<file path="src/rtl/split_demux8_cache_pkg.sv">
// Shared definitions for the 1-to-8 token split block on the cache control path.
// Holds channel geometry, the token layout and the destination-mask decode.
package split_demux8_cache_pkg;

    localparam int DEST_W       = 3;
    localparam int NUM_CH       = 8;
    localparam int TOKEN_DATA_W = 8;

    typedef struct packed {
        logic                    bcast;
        logic [DEST_W-1:0]       dest;
        logic [TOKEN_DATA_W-1:0] data;
    } token_t;

    // One-hot channel select for unicast, all channels for broadcast.
    function automatic logic [NUM_CH-1:0] dest_mask(input logic bcast, input logic [DEST_W-1:0] dest);
        logic [NUM_CH-1:0] mask_v;
        if (bcast) begin
            mask_v = {NUM_CH{1'b1}};
        end else begin
            mask_v = {{(NUM_CH-1){1'b0}}, 1'b1} << dest;
        end
        return mask_v;
    endfunction

endpackage

</file>
<file path="src/rtl/split_chan_fifo.sv">
// Per-channel output FIFO. Full is judged on the registered count only, so a
// pop in the same cycle never makes room for a push.
module split_chan_fifo #(
    parameter int DATA_WIDTH = 8,
    parameter int FIFO_DEPTH = 2
) (
    input  logic                  clk,
    input  logic                  rst,
    input  logic                  push,
    input  logic                  pop,
    input  logic [DATA_WIDTH-1:0] wdata,
    output logic                  full,
    output logic                  valid,
    output logic [DATA_WIDTH-1:0] head
);
    localparam int PTR_W = $clog2(FIFO_DEPTH);
    localparam int CNT_W = PTR_W + 1;

    logic [DATA_WIDTH-1:0] mem_r [FIFO_DEPTH];
    logic [PTR_W-1:0]      wr_ptr_r;
    logic [PTR_W-1:0]      rd_ptr_r;
    logic [CNT_W-1:0]      count_r;
    logic                  full_s;
    logic                  valid_s;
    logic                  push_s;
    logic                  pop_s;

    assign full_s  = (count_r == CNT_W'(FIFO_DEPTH));
    assign valid_s = (count_r != {CNT_W{1'b0}});
    assign push_s  = push & ~full_s;
    assign pop_s   = pop & valid_s;

    assign full  = full_s;
    assign valid = valid_s;
    assign head  = mem_r[rd_ptr_r];

    // Storage, pointers and occupancy; pointers wrap naturally at FIFO_DEPTH.
    always_ff @(posedge clk) begin
        if (rst) begin
            wr_ptr_r <= {PTR_W{1'b0}};
            rd_ptr_r <= {PTR_W{1'b0}};
            count_r  <= {CNT_W{1'b0}};
            for (int i = 0; i < FIFO_DEPTH; i++) begin
                mem_r[i] <= {DATA_WIDTH{1'b0}};
            end
        end else begin
            if (push_s) begin
                mem_r[wr_ptr_r] <= wdata;
                wr_ptr_r        <= wr_ptr_r + PTR_W'(1);
            end
            if (pop_s) begin
                rd_ptr_r <= rd_ptr_r + PTR_W'(1);
            end
            case ({push_s, pop_s})
                2'b10:   count_r <= count_r + CNT_W'(1);
                2'b01:   count_r <= count_r - CNT_W'(1);
                default: count_r <= count_r;
            endcase
        end
    end

endmodule

</file>
<file path="src/rtl/split_demux8_cache.sv">
// 1-to-8 token split: routes each accepted token to one channel FIFO or, when
// broadcast, to all eight at once (all-or-nothing).
module split_demux8_cache
    import split_demux8_cache_pkg::*;
#(
    parameter int DATA_WIDTH = 8,
    parameter int FIFO_DEPTH = 2
) (
    input  logic                         clk,
    input  logic                         rst,
    input  logic                         i_valid,
    output logic                         o_ready,
    input  logic [2:0]                   i_dest,
    input  logic                         i_bcast,
    input  logic [DATA_WIDTH-1:0]        i_data,
    output logic [7:0]                   o_valid,
    input  logic [7:0]                   i_readyNext,
    output logic [8*DATA_WIDTH-1:0]      o_data,
    output logic [7:0]                   o_dropCnt
);
    logic [NUM_CH-1:0] full_s;
    logic [NUM_CH-1:0] valid_s;
    logic [NUM_CH-1:0] push_s;
    logic [NUM_CH-1:0] mask_s;
    logic              ready_s;
    logic              accept_s;
    logic              stall_s;
    logic [7:0]        drop_cnt_r;

    assign mask_s = dest_mask(i_bcast, i_dest);

    // Ready depends only on registered fullness and the current destination.
    always_comb begin
        ready_s = 1'b0;
        if (rst) begin
            ready_s = 1'b0;
        end else if (i_bcast) begin
            ready_s = ~|full_s;
        end else begin
            ready_s = ~full_s[i_dest];
        end
    end

    assign accept_s = i_valid & ready_s;
    assign stall_s  = i_valid & ~ready_s & ~rst;
    assign push_s   = {NUM_CH{accept_s}} & mask_s;

    generate
        for (genvar k = 0; k < NUM_CH; k++) begin : g_chan
            split_chan_fifo #(
                .DATA_WIDTH (DATA_WIDTH),
                .FIFO_DEPTH (FIFO_DEPTH)
            ) u_fifo (
                .clk   (clk),
                .rst   (rst),
                .push  (push_s[k]),
                .pop   (i_readyNext[k]),
                .wdata (i_data),
                .full  (full_s[k]),
                .valid (valid_s[k]),
                .head  (o_data[k*DATA_WIDTH +: DATA_WIDTH])
            );
        end
    endgenerate

    // Saturating count of stalled input cycles, for debug visibility.
    always_ff @(posedge clk) begin
        if (rst) begin
            drop_cnt_r <= 8'h00;
        end else if (stall_s && (drop_cnt_r != 8'hFF)) begin
            drop_cnt_r <= drop_cnt_r + 8'h01;
        end
    end

    assign o_ready   = ready_s;
    assign o_valid   = valid_s;
    assign o_dropCnt = drop_cnt_r;

endmodule

</file>
<file path="config.mk">
export PLATFORM = sky130hd
export DESIGN_NAME = split_demux8_cache
export DESIGN_NICKNAME = d
export VERILOG_FILES = /design/src/rtl/split_demux8_cache_pkg.sv /design/src/rtl/split_chan_fifo.sv /design/src/rtl/split_demux8_cache.sv
export SDC_FILE = /design/constraint.sdc
export NUM_CORES = 1
export LEC_CHECK = 0
export ABC_AREA = 1
export BUFFER_PORTS_ARGS = -buffer_cell sky130_fd_sc_hd__buf_2
export CORE_MARGIN = 4
export CORE_UTILIZATION = 58
export CTS_CLUSTER_SIZE = 40
export DETAILED_ROUTE_END_ITERATION = 6
export PLACE_DENSITY_LB_ADDON = 0.1
export SLEW_MARGIN = 10
export SYNTH_ARGS = -nofsm -noshare
export SYNTH_HDL_FRONTEND = slang
export SYNTH_SLANG_ARGS = --single-unit
export TNS_END_PERCENT = 100
</file>
<file path="constraint.sdc">
create_clock -name clk -period 2.9 [get_ports clk]
set_clock_uncertainty 0.05 [all_clocks]
set_input_delay 0.58 -clock clk [delete_from_list [all_inputs] [get_ports clk]]
set_output_delay 0.58 -clock clk [all_outputs]
set_load 0.005 [all_outputs]
</file>
After elaboration in Yosys (flattened, before gate mapping)
Memories as Yosys holds them, arrays and structs flattened. A register that Yosys moved wholly into a read port is not among the register bits.
Cells that the tools add are included.
- add/subtract/negate cells: 33
- multiply operators: 0
- div/mod/pow operators: 0
- reduce and logical (&&, ||, !) cells: 27
- mux-type cells: 79
- shift operators: 1
- $lt $le $gt $ge: 1
- equality and inequality tests: 25
- bitwise gates (word level): 31
- operator list (kind ; number):
    2-to-1 mux 8 bit ; 9
    OR reduction 8 bit ; 9
    2-to-1 mux 1 bit ; 61
    equality test 2 bit, second input constant ; 16
    one-hot mux 2 bit (2 select lines) ; 8
    nonzero test 2 bit ; 16
    AND 1 bit ; 19
    adder 1 bit, second input constant ; 16
    adder 2 x 1 -> 2 bit, second input constant ; 8
    equality test 2 x 1 -> 1 bit, second input constant ; 8
    subtractor 2 x 1 -> 2 bit, second input constant ; 8
    inverter 1 bit ; 11
    adder 8 x 1 -> 8 bit, second input constant ; 1
    AND 8 bit ; 1
    != test 8 bit, second input constant ; 1
    left shift 1 x 3 -> 8 bit, first input constant ; 1
    less-than comparator 3 x 4 -> 1 bit, second input constant ; 1
    binary-select mux 1 bit (select 3 bit) ; 1
    logical AND 1 bit ; 1
    zero test 1 bit ; 1
- latch bits: 0
- memory bits (read-only): 0
- output and inout port bits: 81
- memories: 8
- RAM bits: 128
- register bits after elaboration: 40
- memories (memory ; words ; bits a word ; read ports ; clocked after Yosys merged registers in ; write ports ; RTL line ; source):
    g_chan[0].u_fifo.mem_r ; 2 ; 8 ; 1 ; 1 ; 2 ; split_chan_fifo.sv:19 ; logic [DATA_WIDTH-1:0] mem_r [FIFO_DEPTH];
    g_chan[1].u_fifo.mem_r ; 2 ; 8 ; 1 ; 1 ; 2 ; split_chan_fifo.sv:19 ;
    g_chan[2].u_fifo.mem_r ; 2 ; 8 ; 1 ; 1 ; 2 ; split_chan_fifo.sv:19 ;
    g_chan[3].u_fifo.mem_r ; 2 ; 8 ; 1 ; 1 ; 2 ; split_chan_fifo.sv:19 ;
    g_chan[4].u_fifo.mem_r ; 2 ; 8 ; 1 ; 1 ; 2 ; split_chan_fifo.sv:19 ;
    g_chan[5].u_fifo.mem_r ; 2 ; 8 ; 1 ; 1 ; 2 ; split_chan_fifo.sv:19 ;
    2 more memories ; -- ; -- ; -- ; -- ; -- ; -- ;

Logic depth before layout (Yosys ltp)
Gate-level depths: netlist of run 1.
- word-level depth: 14
- gate-level depth with buffers: 13
- depth with buffers taken out: 13

By module
Synthesis of run 1 repeated with hierarchy kept, for this count alone.
- cell total of the unflattened synthesis: 850
- area total of the unflattened synthesis: 8453.1 µm²
- modules (own cells, without submodules) (module ; instances ; area each (µm²) ; cells each):
    split_chan_fifo ; 8 ; 957.2 ; 89
    split_demux8_cache ; 1 ; 795.8 ; 138

Least setup slack after synthesis of run 1
No wires, ideal clock.
- path type: in2reg
- start: input port i_dest[1]
- end: memory g_chan[4].u_fifo.mem_r[0][0], enable pin
- stages: 9
- data required time: 2.521 ns
- setup time: 0.329 ns
- path slack: 0.739 ns
- data arrival time: 1.782 ns
- path through: nand2_1 > nor2_1 > nor2_1 > nand3_1 > nand3_2 > nand3_4 > nor2_4 > nand2_2 > nand2_1
- RTL lines (what ; RTL line ; source):
    start, declared ; split_demux8_cache.sv:13 ; input logic [2:0] i_dest,
    end, declared ; split_chan_fifo.sv:19 ;

Worst setup path after layout of run 1
- start: register g_chan[0].u_fifo.count_r[0]
- end: output port o_ready
- word-level cells in the longest chain between the ends: 6
- RTL lines (what ; RTL line ; source):
    start, declared ; split_chan_fifo.sv:22 ; logic [CNT_W-1:0] count_r;
    start signal, assigned ; split_chan_fifo.sv:42 ; count_r <= {CNT_W{1'b0}};
    start signal, assigned ; split_chan_fifo.sv:55 ; 2'b10: count_r <= count_r + CNT_W'(1);
    start signal, assigned ; split_chan_fifo.sv:56 ; 2'b01: count_r <= count_r - CNT_W'(1);
    equality test 2 bit (*) ; split_chan_fifo.sv:28 ; assign full_s = (count_r == CNT_W'(FIFO_DEPTH));
    binary-select mux 1 bit (select 3 bit) ; split_demux8_cache.sv:40 ; ready_s = ~full_s[i_dest];
    2-to-1 mux 1 bit (not written as such) ; split_demux8_cache.sv:40 ;
    inverter 1 bit ; split_demux8_cache.sv:40 ;
    2-to-1 mux 1 bit (*) ; split_demux8_cache.sv:37 ; end else if (i_bcast) begin
    2-to-1 mux 1 bit (*) ; split_demux8_cache.sv:35 ; if (rst) begin
    end, declared ; split_demux8_cache.sv:12 ; output logic o_ready,
Every way passes the cells marked *; elsewhere a longest branch is shown, timed or not. The select of a mux whose other input is x is not followed.

==> results of run 1 <==
==> synthesized netlist by cell type, drive strengths merged, types with 6 or more instances <==
| cell | number |
|---|---|
| nor2 | 164 |
| o21ai | 32 |
| clkbuf | 21 |
| edfxtp | 128 |
| nand2 | 93 |
| nand3 | 27 |
| dfxtp | 48 |
| nand4 | 8 |
| or2 | 6 |
| ha | 9 |
| a21oi | 42 |
| inv | 58 |
| mux2 | 64 |
| buf | 10 |
==> area by class of cell <==
class	count	area [µm²]	share of cell area
clock buffers	25	465	0.0524
clock inverters	7	62.6	0.00704
inverters	58	218	0.0245
multi-input cells	453	2590	0.291
flip-flops and latches	176	4800	0.541
well taps	172	215	0.0242
repair buffers	105	531	0.0597
==> flip-flops by register name, summed over array words and instances (netlist names), named ones only <==
name	cells
g_chan.u_fifo.mem_r	128
g_chan.u_fifo.count_r	16
g_chan.u_fifo.rd_ptr_r	8
g_chan.u_fifo.wr_ptr_r	8
o_dropCnt	8
==> worst reg2reg max path: stages (launching register included) <==
cell and delay, ns:
dfxtp_1 0.43, inv_2 0.06, nand2_1 0.06, nand2_1 0.05, nor2_1 0.14, nand2_1 0.11
a21oi_4 0.31, nand3_4 0.32, nor2_4 0.20, nand2_2 0.14, nand2_1 0.31
==> cell families after synthesis <==
logic type | count (synthesis)
simple gates | 299
flops | 176
buf+inv | 89
compound gates | 75
mux | 64
fa+ha+maj | 9
xor+xnor | 6
==> per-layer routing <==
metal / vias up / wire length, µm / track usage / share of wire
li1: 2604 / - / - / -
met1: 2492 / 7100 / 0.315 / 0.43
met3: 19 / 1040 / 0.0513 / 0.064
met4: 0 / 196 / 0.0651 / 0.012
met2: 184 / 8080 / 0.359 / 0.49
met5: - / 0 / 0 / 0
==> where the power goes <==
part | total (mW) | internal, mW | switching [mW]
Clock | 2.05 | 1.20 | 0.852
Combinational | 0.876 | 0.376 | 0.501
Sequential | 3.08 | 2.92 | 0.156
==> through the flow <==
stage,std cells,power [mW],worst slack (ns),utilization,area (µm²)
final,996,6.00,0.313,0.690,8880
after global routing,996,6.29,0.116,0.690,8880
after CTS,996,6.04,0.293,0.690,8880
after detailed placement,964,4.01,0.250,0.649,8360
after global placement,964,3.97,0.381,0.649,8360
after floorplan,718,3.70,0.739,-,7760
==> worst min path at each step <==
| stage | end | cells past startpoint |
|---|---|---|
| 2_1_floorplan | flip-flop | 1 |
| 3_3_place_gp | g_chan[1].u_fifo.rd_ptr_r$_SDFFE_PP0P_ | 1 |
| 3_5_place_dp | g_chan[5].u_fifo.rd_ptr_r$_SDFFE_PP0P_ | 1 |
| 4_1_cts | g_chan[5].u_fifo.rd_ptr_r$_SDFFE_PP0P_ | 1 |
| 5_1_grt | g_chan[0].u_fifo.rd_ptr_r$_SDFFE_PP0P_ | 1 |
| 6_report | g_chan[2].u_fifo.rd_ptr_r$_SDFFE_PP0P_ | 1 |
==> flow_metrics.tcl, run 1 <==
set metrics [dict create \
    drt_iter0_drc 487 \
    cts_setup_buffers 0 \
    grt_max_degree 51 \
    final_cell_mix "nor2_1 (156), edfxtp_1 (128), buf_2 (103)" \
    synth_edf_count 128 \
    firstDrtPassIters 5 \
    start_util 0.603 \
    cts_hold_buf 0 \
    synthDistinctLibCells 26 \
    cts_tree "done" \
    gr-total-overflow 0 \
    rr_endpoint "g_chan[5].u_fifo.mem_r[0][4]$_SDFFCE_PN0P_" \
    clk_pin_slew_worst_paths_ns 0.06 \
    ys_ff_latch 176 \
    hold_ws_ns 0.402 \
    wl_um 16400 \
    post-route-drc-count 0 \
    synth.avg_cell_area_um2 10.8 \
    fillers 945 \
    crit_slowest_cell "dfxtp_1" \
    cts_root_buf "clkbuf_16" \
    dieArea_um2 15300 \
    required_ns 2.27 \
    cts.repair.resized 0 \
    synthFlopType "edfxtp_1" \
    max_freq_mhz 387 \
    async_flop_share 0 \
    vdd_ir_drop_max_mv 0.411 \
    layout-drive-gt1-share 0.282 \
    r2r-start "g_chan[0].u_fifo.count_r[0]$_SDFFE_PP0P_" \
    max_slew_margin 0.493 \
    ys_seq_area_frac 0.619 \
    cp-start-kind "flip-flop" \
    viasPerCell 5.32 \
    diodes 0 \
    synth.area.top_cells "edfxtp_1 (50%), dfxtp_1 (12%), mux2_2 (9.3%), nor2_1 (7.5%), nand2_1 (3.7%)" \
    synth_xor_area_frac 0.00677 \
    status "completed" \
    coreArea_um2 12900 \
    cts_sinks 176 \
    grt_usage 0.226 \
    critPathMaxStageDelay_ns 0.43 \
    final_max_slew_viol_count 0 \
    areaGrowthSynthToFinish_pct 14.5 \
    synth_top_family_by_area "simple AND/OR/NAND/NOR gates" \
    crit_type "flip-flop to primary output" \
    synthesis.area_um2 7760 \
    min_from "g_chan[2].u_fifo.rd_ptr_r$_SDFFE_PP0P_" \
    synth-compound-area-share 0.0500 \
    grt_pass1_vias 4955 \
    clk_latency_ns 0.42 \
    fp.dieH_um 124 \
    cp.depth 9 \
    yosys_warnings 0 \
    synth_mux_area_frac 0.0929 \
    dr_total_vias 5299 \
    power.density_nw_per_um2 676 \
    antenna_found_initial 0 \
    cts_max_level 4 \
    ff2ff_setup_slack_ns 0.39 \
    die_w_um 124 \
    worstRegToRegCells 10 \
    critPathLaunch "g_chan[0].u_fifo.count_r[0]$_SDFFE_PP0P_" \
    final_common_cell "nor2_1" \
    cts_buffers 17 \
    boundaryPins 104 \
    synthAdderAreaFrac 0.0145 \
    grt_pass1_wl_um 26100 \
    worst-path-buf-inv 3 \
    maxCapViolCount 0 \
    fin_nets 843 \
    dp_hpwl_um 11500 \
    end_kind "primary output" \
    synth-simple-area-share 0.169 \
    clockBufferDepth 2 \
    rsz0062_at_grt "no" \
    fin_crit_ns 2.59 \
    crit_family "simple AND/OR/NAND/NOR gates" \
    rows 41 \
    hold_path_class "flip-flop to flip-flop" \
    crit_end "o_ready" \
    portBuffers 103 \
    setup_tns_ns 0 \
    hold_viol 0 \
    antenna_left 0 \
    cp_cell_sequence "inv_2 > nand2_1 > nand2_1 > nor2_1 > nand2_1 > a21oi_4 > nand2_2 > inv_1 > buf_2" \
    setup_viol 0 \
    synth_top_area_frac 0.495 \
    worstMarginPinSlew_ns 0.760 \
    crit_arrival_ns 1.96 \
    leakagePower_nw 3.88 \
    crit_top_cell "nand2_1" \
    syn-num-nets 750 \
    place.gp.congestion 0.903 \
    critPathMaxFanout 10 \
    syn-instance-count 718 \
    yosys.area.top_type "edfxtp_1" \
    avgRoutedWirePerCell_um 16.5 \
    post-route-period-util 0.892 \
]
No activity file was read; power rests on OpenSTA's default activity.
==> run 2, diff against run 1 <==
clock period = 2.49 ns   (was 2.9 ns; I/O delays follow)
==> run 2 against run 1 <==
  * Utilization up 1.9 points
  * Non-clock buffer count up 28
  * Final cell count up 2.8%
  * Flip-flop and latch count unchanged
  * First-iteration DRC count up 5.5%
  * Critical path type unchanged
==> flow_metrics.tcl, run 2 (synthesis gave the netlist of run 1 again) <==
set metrics [dict create \
    hold_end "o_dropCnt[7]$_SDFFE_PP0P_" \
    cp-start-kind "flip-flop" \
    cts_buffers 17 \
    r2r-start "g_chan[5].u_fifo.count_r[0]$_SDFFE_PP0P_" \
    crit_family "simple AND/OR/NAND/NOR gates" \
    place.gp.congestion 0.848 \
    clockBufferDepth 2 \
    power.total_mw 7.19 \
    fin_crit_ns 2.35 \
    antenna_found_initial 0 \
    dp_slack_ns 0.0263 \
    clk_latency_ns 0.42 \
    placed_cell_area_um2 8510 \
    max_freq_mhz 425 \
    post-route-drc-count 0 \
    dr_total_vias 5470 \
    antenna_left 0 \
    whs_path_depth 2 \
    grt_pass1_wl_um 25700 \
    end_kind "primary output" \
    multi_input_area_um2 2590 \
    ff_latch_area_um2 4810 \
    stdcell_count 1024 \
    grt_max_degree 51 \
    hold_ws_ns 0.327 \
    grt_pass1_vias 5112 \
    required_ns 1.94 \
    crit_arrival_ns 1.81 \
    layout_setup_ws_ns 0.137 \
    clk_pin_slew_worst_paths_ns 0.06 \
    fillers 975 \
    grt_usage 0.225 \
    avgRoutedWirePerCell_um 16.2 \
    cts_sinks 176 \
    post-route-period-util 0.945 \
    final_max_slew_viol_count 0 \
    dp_hpwl_um 11300 \
    dp_cells 985 \
    power.density_nw_per_um2 788 \
    crit_type "flip-flop to primary output" \
    max_slew_margin 0.483 \
    crit_slowest_cell "dfxtp_2" \
    fin_nets 871 \
    largest_register_ff_count 128 \
    diodes 0 \
    status "completed" \
    fp.dieH_um 124 \
    worstMarginPinSlew_ns 0.775 \
    min_from "rst" \
    vdd_ir_drop_max_mv 0.382 \
    leakagePower_nw 4.03 \
    hold_path_class "primary input to flip-flop" \
    critPathMaxFanout 6 \
    die_w_um 124 \
    cts_tree "done" \
    portBuffers 103 \
    boundaryPins 104 \
    rr_endpoint "g_chan[4].u_fifo.mem_r[0][1]$_SDFFCE_PN0P_" \
    coreArea_um2 12900 \
    firstDrtPassIters 5 \
    maxCapViolCount 0 \
    drt_iter0_drc 514 \
    viasPerCell 5.34 \
    ff2ff_setup_slack_ns 0.16 \
    cts_root_buf "clkbuf_16" \
    crit_top_cell "nand2_1" \
    top_register "g_chan.u_fifo.mem_r" \
    setup_viol 0 \
    wl_um 16500 \
    reg_top3 "g_chan.u_fifo.mem_r x128, g_chan.u_fifo.count_r x16" \
    cts_max_level 4 \
    final_common_cell "nor2_1" \
    worst-path-buf-inv 4 \
    final_cell_mix "nor2_1 (156), edfxtp_1 (128), buf_2 (103)" \
    dieArea_um2 15300 \
    layout-drive-gt1-share 0.315 \
    start_util 0.603 \
    areaGrowthSynthToFinish_pct 17.6 \
    rows 41 \
    gr-total-overflow 0 \
    worstRegToRegCells 11 \
    critPathMaxStageDelay_ns 0.37 \
    cp_cell_sequence "inv_2 > nand2_1 > nand2_1 > nor2_1 > nand2_1 > a21oi_4 > buf_4 > nand2_2 > inv_1 > buf_2" \
    hold_viol 0 \
    post-route-cell-area_um2 9130 \
]
[run 2: through the flow]
step                      setup TNS (ns)  utilization
after global routing              -0.157        0.709
final                                  0        0.709
after CTS                              0        0.704
after global placement                 0        0.661
after floorplan                        0            -
after detailed placement               0        0.661
[run 2: worst max path at each step]
stage	startpoint	to	cells past startpoint	slack, ns
floorplan	i_dest[1]	g_chan[4].u_fifo.mem_r[0][0]$_SDFFCE_PN0P_	9	0.41
CTS	g_chan[5].u_fifo.count_r[0]$_SDFFE_PP0P_	g_chan[5].u_fifo.count_r[1]$_SDFFE_PP0P_	13	0.04
detailed placement	i_dest[0]	g_chan[4].u_fifo.mem_r[0][2]$_SDFFCE_PN0P_	10	0.03
finish	g_chan[5].u_fifo.count_r[0]$_SDFFE_PP0P_	o_ready	10	0.14
global placement	i_dest[0]	g_chan[2].u_fifo.mem_r[1][2]$_SDFFCE_PN0P_	10	0.13
global route	g_chan[5].u_fifo.count_r[0]$_SDFFE_PP0P_	g_chan[7].u_fifo.count_r[1]$_SDFFE_PP0P_	14	-0.02
[run 2: routing by layer]
metal  wire length (µm)  track usage
met1               7000        0.297
met4                163       0.0754
met2               8210        0.368
met3               1170       0.0559
met5                  0            0
[run 2: layout make-up]
type / count / area share
sequential: 176 / 0.527
multi-input combinational: 453 / 0.284
timing repair buffer: 133 / 0.0812
clock buffer: 24 / 0.0506
inverter: 58 / 0.0239
tap: 172 / 0.0236
clock inverter: 8 / 0.0100
[run 2: timing repair]
item | in CTS | in global routing
setup endpoints to repair | 0 | 126
setup buffers | 0 | 7
resized for setup | 0 | 6
hold buffers | 0 | 0
[run 2: power breakdown]
group          switching, mW  internal (mW)
registers              0.180           3.41
clock network           1.02           1.49
logic                  0.598          0.489
total                   1.80           5.39
==> run 3, diff against run 2 <==
ABC_AREA = 0   (was 1)
==> run 3 against run 2 <==
  * The run now ends with negative setup slack left
  * Sequential power grew 11%
  * Design area grew 10%
  * Register-to-register slack lost 0.18 ns
  * Count of clock-buffer cells in the layout shrank 7
  * Synthesized cell count shrank 9.2%
  * Largest power group unchanged
==> flow_metrics.tcl, run 3 <==
set metrics [dict create \
    status "complete, but fails checks" \
    violations "negative setup slack" \
    post-route-drc-count 0 \
    grt_max_degree 36 \
    largest_register_ff_count 128 \
    start_util 0.603 \
    leakagePower_nw 4.30 \
    avgRoutedWirePerCell_um 18.9 \
    ff_latch_area_um2 4810 \
    antenna_found_initial 0 \
    grt_pass1_vias 5614 \
    crit_type "flip-flop to flip-flop" \
    syn-num-nets 684 \
    fp.dieH_um 126 \
    viasPerCell 5.72 \
    pwr-share-comb 0.290 \
    synth_edf_count 128 \
    cts_tree "done" \
    cts_buffers 17 \
    ys_ff_latch 176 \
    portBuffers 103 \
    cp-start-kind "flip-flop" \
    crit_arrival_ns 2.80 \
    crit_slowest_cell "or3_4" \
    boundaryPins 104 \
    antenna_left 0 \
    drt_iter0_drc 476 \
    required_ns 2.79 \
    cts_sinks 176 \
    netlist_top_cells_count "edfxtp_1 (128), and2_1 (73), and3_1 (64), mux2_2 (64), dfxtp_1 (48)" \
    grt_usage 0.233 \
    dr_total_vias 5651 \
    setup_tns_ns -0.0157 \
    worstMarginPinSlew_ns 0.437 \
    synthDistinctLibCells 48 \
    layout-drive-gt1-share 0.429 \
    areaGrowthSynthToFinish_pct 24.2 \
    multi_input_area_um2 3210 \
    p_sw_mw 2.70 \
    synth.avg_cell_area_um2 12.4 \
    final_max_slew_viol_count 0 \
    clockBufferDepth 2 \
    synth_top_area_frac 0.474 \
    diodes 0 \
    max_slew_margin 0.708 \
    ys_seq_area_frac 0.593 \
    max_freq_mhz 399 \
    met2_wirelength_um 9220 \
    final_common_cell "edfxtp_1" \
    fillers 906 \
    post-route-period-util 1.01 \
    wl_met3_um 864 \
    hold_viol 0 \
    dp_hpwl_um 12000 \
    dieArea_um2 15900 \
    synthesis.area_um2 8110 \
    top_register "g_chan.u_fifo.mem_r" \
    vdd_ir_drop_max_mv 0.505 \
    layout_setup_ws_ns -0.0157 \
    synth.area.top_cells "edfxtp_1 (47%), dfxtp_1 (12%), mux2_2 (8.9%), and2_1 (5.6%), and3_1 (4.9%)" \
    yosysMostFrequentCell "edfxtp_1" \
    die_w_um 126 \
    clk_pin_slew_worst_paths_ns 0.06 \
    setup_viol 1 \
    fin_crit_ns 2.51 \
    place.gp.congestion 0.793 \
    top_layer "met4" \
    p_seq_frac 0.425 \
    grt_pass1_wl_um 29000 \
    reg_top3 "g_chan.u_fifo.mem_r x128, g_chan.u_fifo.count_r x16" \
    final_cell_mix "edfxtp_1 (128), buf_2 (102), and2_1 (73)" \
    hold_path_class "primary input to flip-flop" \
    clk_latency_ns 0.43 \
    cp_cell_sequence "nand2b_1 > nand3_1 > or3_4 > buf_6 > a311oi_4 > inv_2 > ha_4 > xnor2_2 > or3_1 > a21oi_1" \
    cts_root_buf "clkbuf_16" \
    wl_met1_um 7960 \
    end_kind "flip-flop" \
    syn-instance-count 652 \
    power.density_nw_per_um2 930 \
    gr-total-overflow 0 \
    firstDrtPassIters 5 \
    swShare 0.288 \
    power_frac_clock 0.285 \
    rsz0062_at_grt "yes" \
    fin_nets 831 \
    rows 42 \
    async_flop_share 0 \
    hold_ws_ns 0.441 \
    coreArea_um2 13500 \
    yosys_warnings 0 \
    maxCapViolCount 0 \
    synthFlopType "edfxtp_1" \
    cts_max_level 4 \
    intPower_mw 6.67 \
    yosys.area.top_type "edfxtp_1" \
    wl_um 18600 \
    critPathMaxStageDelay_ns 0.46 \
    critPathMaxFanout 8 \
]
run 3: cell count changes after synthesis, sizes merged, moves of 14 or more:
cell / delta
nand2: -70
xnor2: +15
inv: -45
a21oi: -31
o21ai: -15
and3: +64
and2: +73
nor2: -135
buf: +14
nand3: -19
run 3: path summary, 6_finish.rpt:
check                                            from                                        to  cells past startpoint  slack (ns)
max          g_chan[0].u_fifo.count_r[0]$_SDFFE_PP0P_  g_chan[4].u_fifo.count_r[1]$_SDFFE_PP0P_                     10       -0.02
min                                    i_readyNext[7]    g_chan[7].u_fifo.rd_ptr_r$_SDFFE_PP0P_                      4        0.44
max reg2reg  g_chan[0].u_fifo.count_r[0]$_SDFFE_PP0P_  g_chan[4].u_fifo.count_r[1]$_SDFFE_PP0P_                     10       -0.02
min reg2reg                 o_dropCnt[6]$_SDFFE_PP0P_                 o_dropCnt[6]$_SDFFE_PP0P_                      2        0.45
run 3: per-layer routing:
layer | track usage | vias to the layer above
li1 | - | 2635
met1 | 0.313 | 2778
met2 | 0.370 | 189
met3 | 0.0419 | 49
met4 | 0.110 | 0
met5 | 0 | -
run 3: power by group through the flow:
stage | Sequential (mW) | Combinational (mW) | Clock, mW
after global routing | 4.05 | 2.94 | 2.83
after CTS | 3.97 | 2.55 | 2.70
after detailed placement | 4.02 | 2.48 | 0
after global placement | 3.98 | 2.38 | 0
after floorplan | 3.81 | 1.74 | 0
final | 3.98 | 2.71 | 2.67
run 3: layout make-up:
| type | instances | share of cell area |
|---|---|---|
| Tap cell | 176 | 0.0219 |
| Clock buffer | 17 | 0.0423 |
| Timing Repair Buffer | 183 | 0.118 |
| Clock inverter | 15 | 0.0165 |
| Inverter | 13 | 0.00485 |
| Multi-Input combinational cell | 408 | 0.319 |
| Sequential cell | 176 | 0.478 |
run 3: critical path: cells and delay by family, from the launching register on:
kind / cells / cell delay [ns]
AOI/OAI and AO/OA: 2 / 0.45
xor gates and xnor gates: 1 / 0.13
adders and majority gates: 1 / 0.17
buffers and inverters: 2 / 0.24
DFF: 1 / 0.32
and+or+nand+nor: 4 / 1.06
run 3: logic make-up after synthesis:
group	synth area share
muxes	0.0929
xor gates and xnor gates	0.0259
and+or+nand+nor	0.177
AOI/OAI and AO/OA	0.0543
DFF	0.593
adders and majority gates	0.0139
buffers and inverters	0.0430
run 3: repair_timing:
action | in CTS | in global routing
buffers inserted | 4 | 6
endpoints found under the setup margin | 77 | 127
gates resized for setup | 13 | 43
hold buffers | 0 | 0
gates cloned | 0 | 0
pin swaps | 4 | 6
run 3: metrics by stage:
stage                     std cells  setup slack (ns)   util  power, mW  cell area [µm²]
after floorplan                 652           -0.0604      -       5.55             8130
after global placement          948            -0.276  0.680       6.36             9150
after detailed placement        948            -0.313  0.680       6.49             9150
after CTS                       982          0.000133  0.730       9.21             9820
after global routing            988           -0.0983  0.748       9.82            10100
final                           988           -0.0157  0.748       9.36            10100
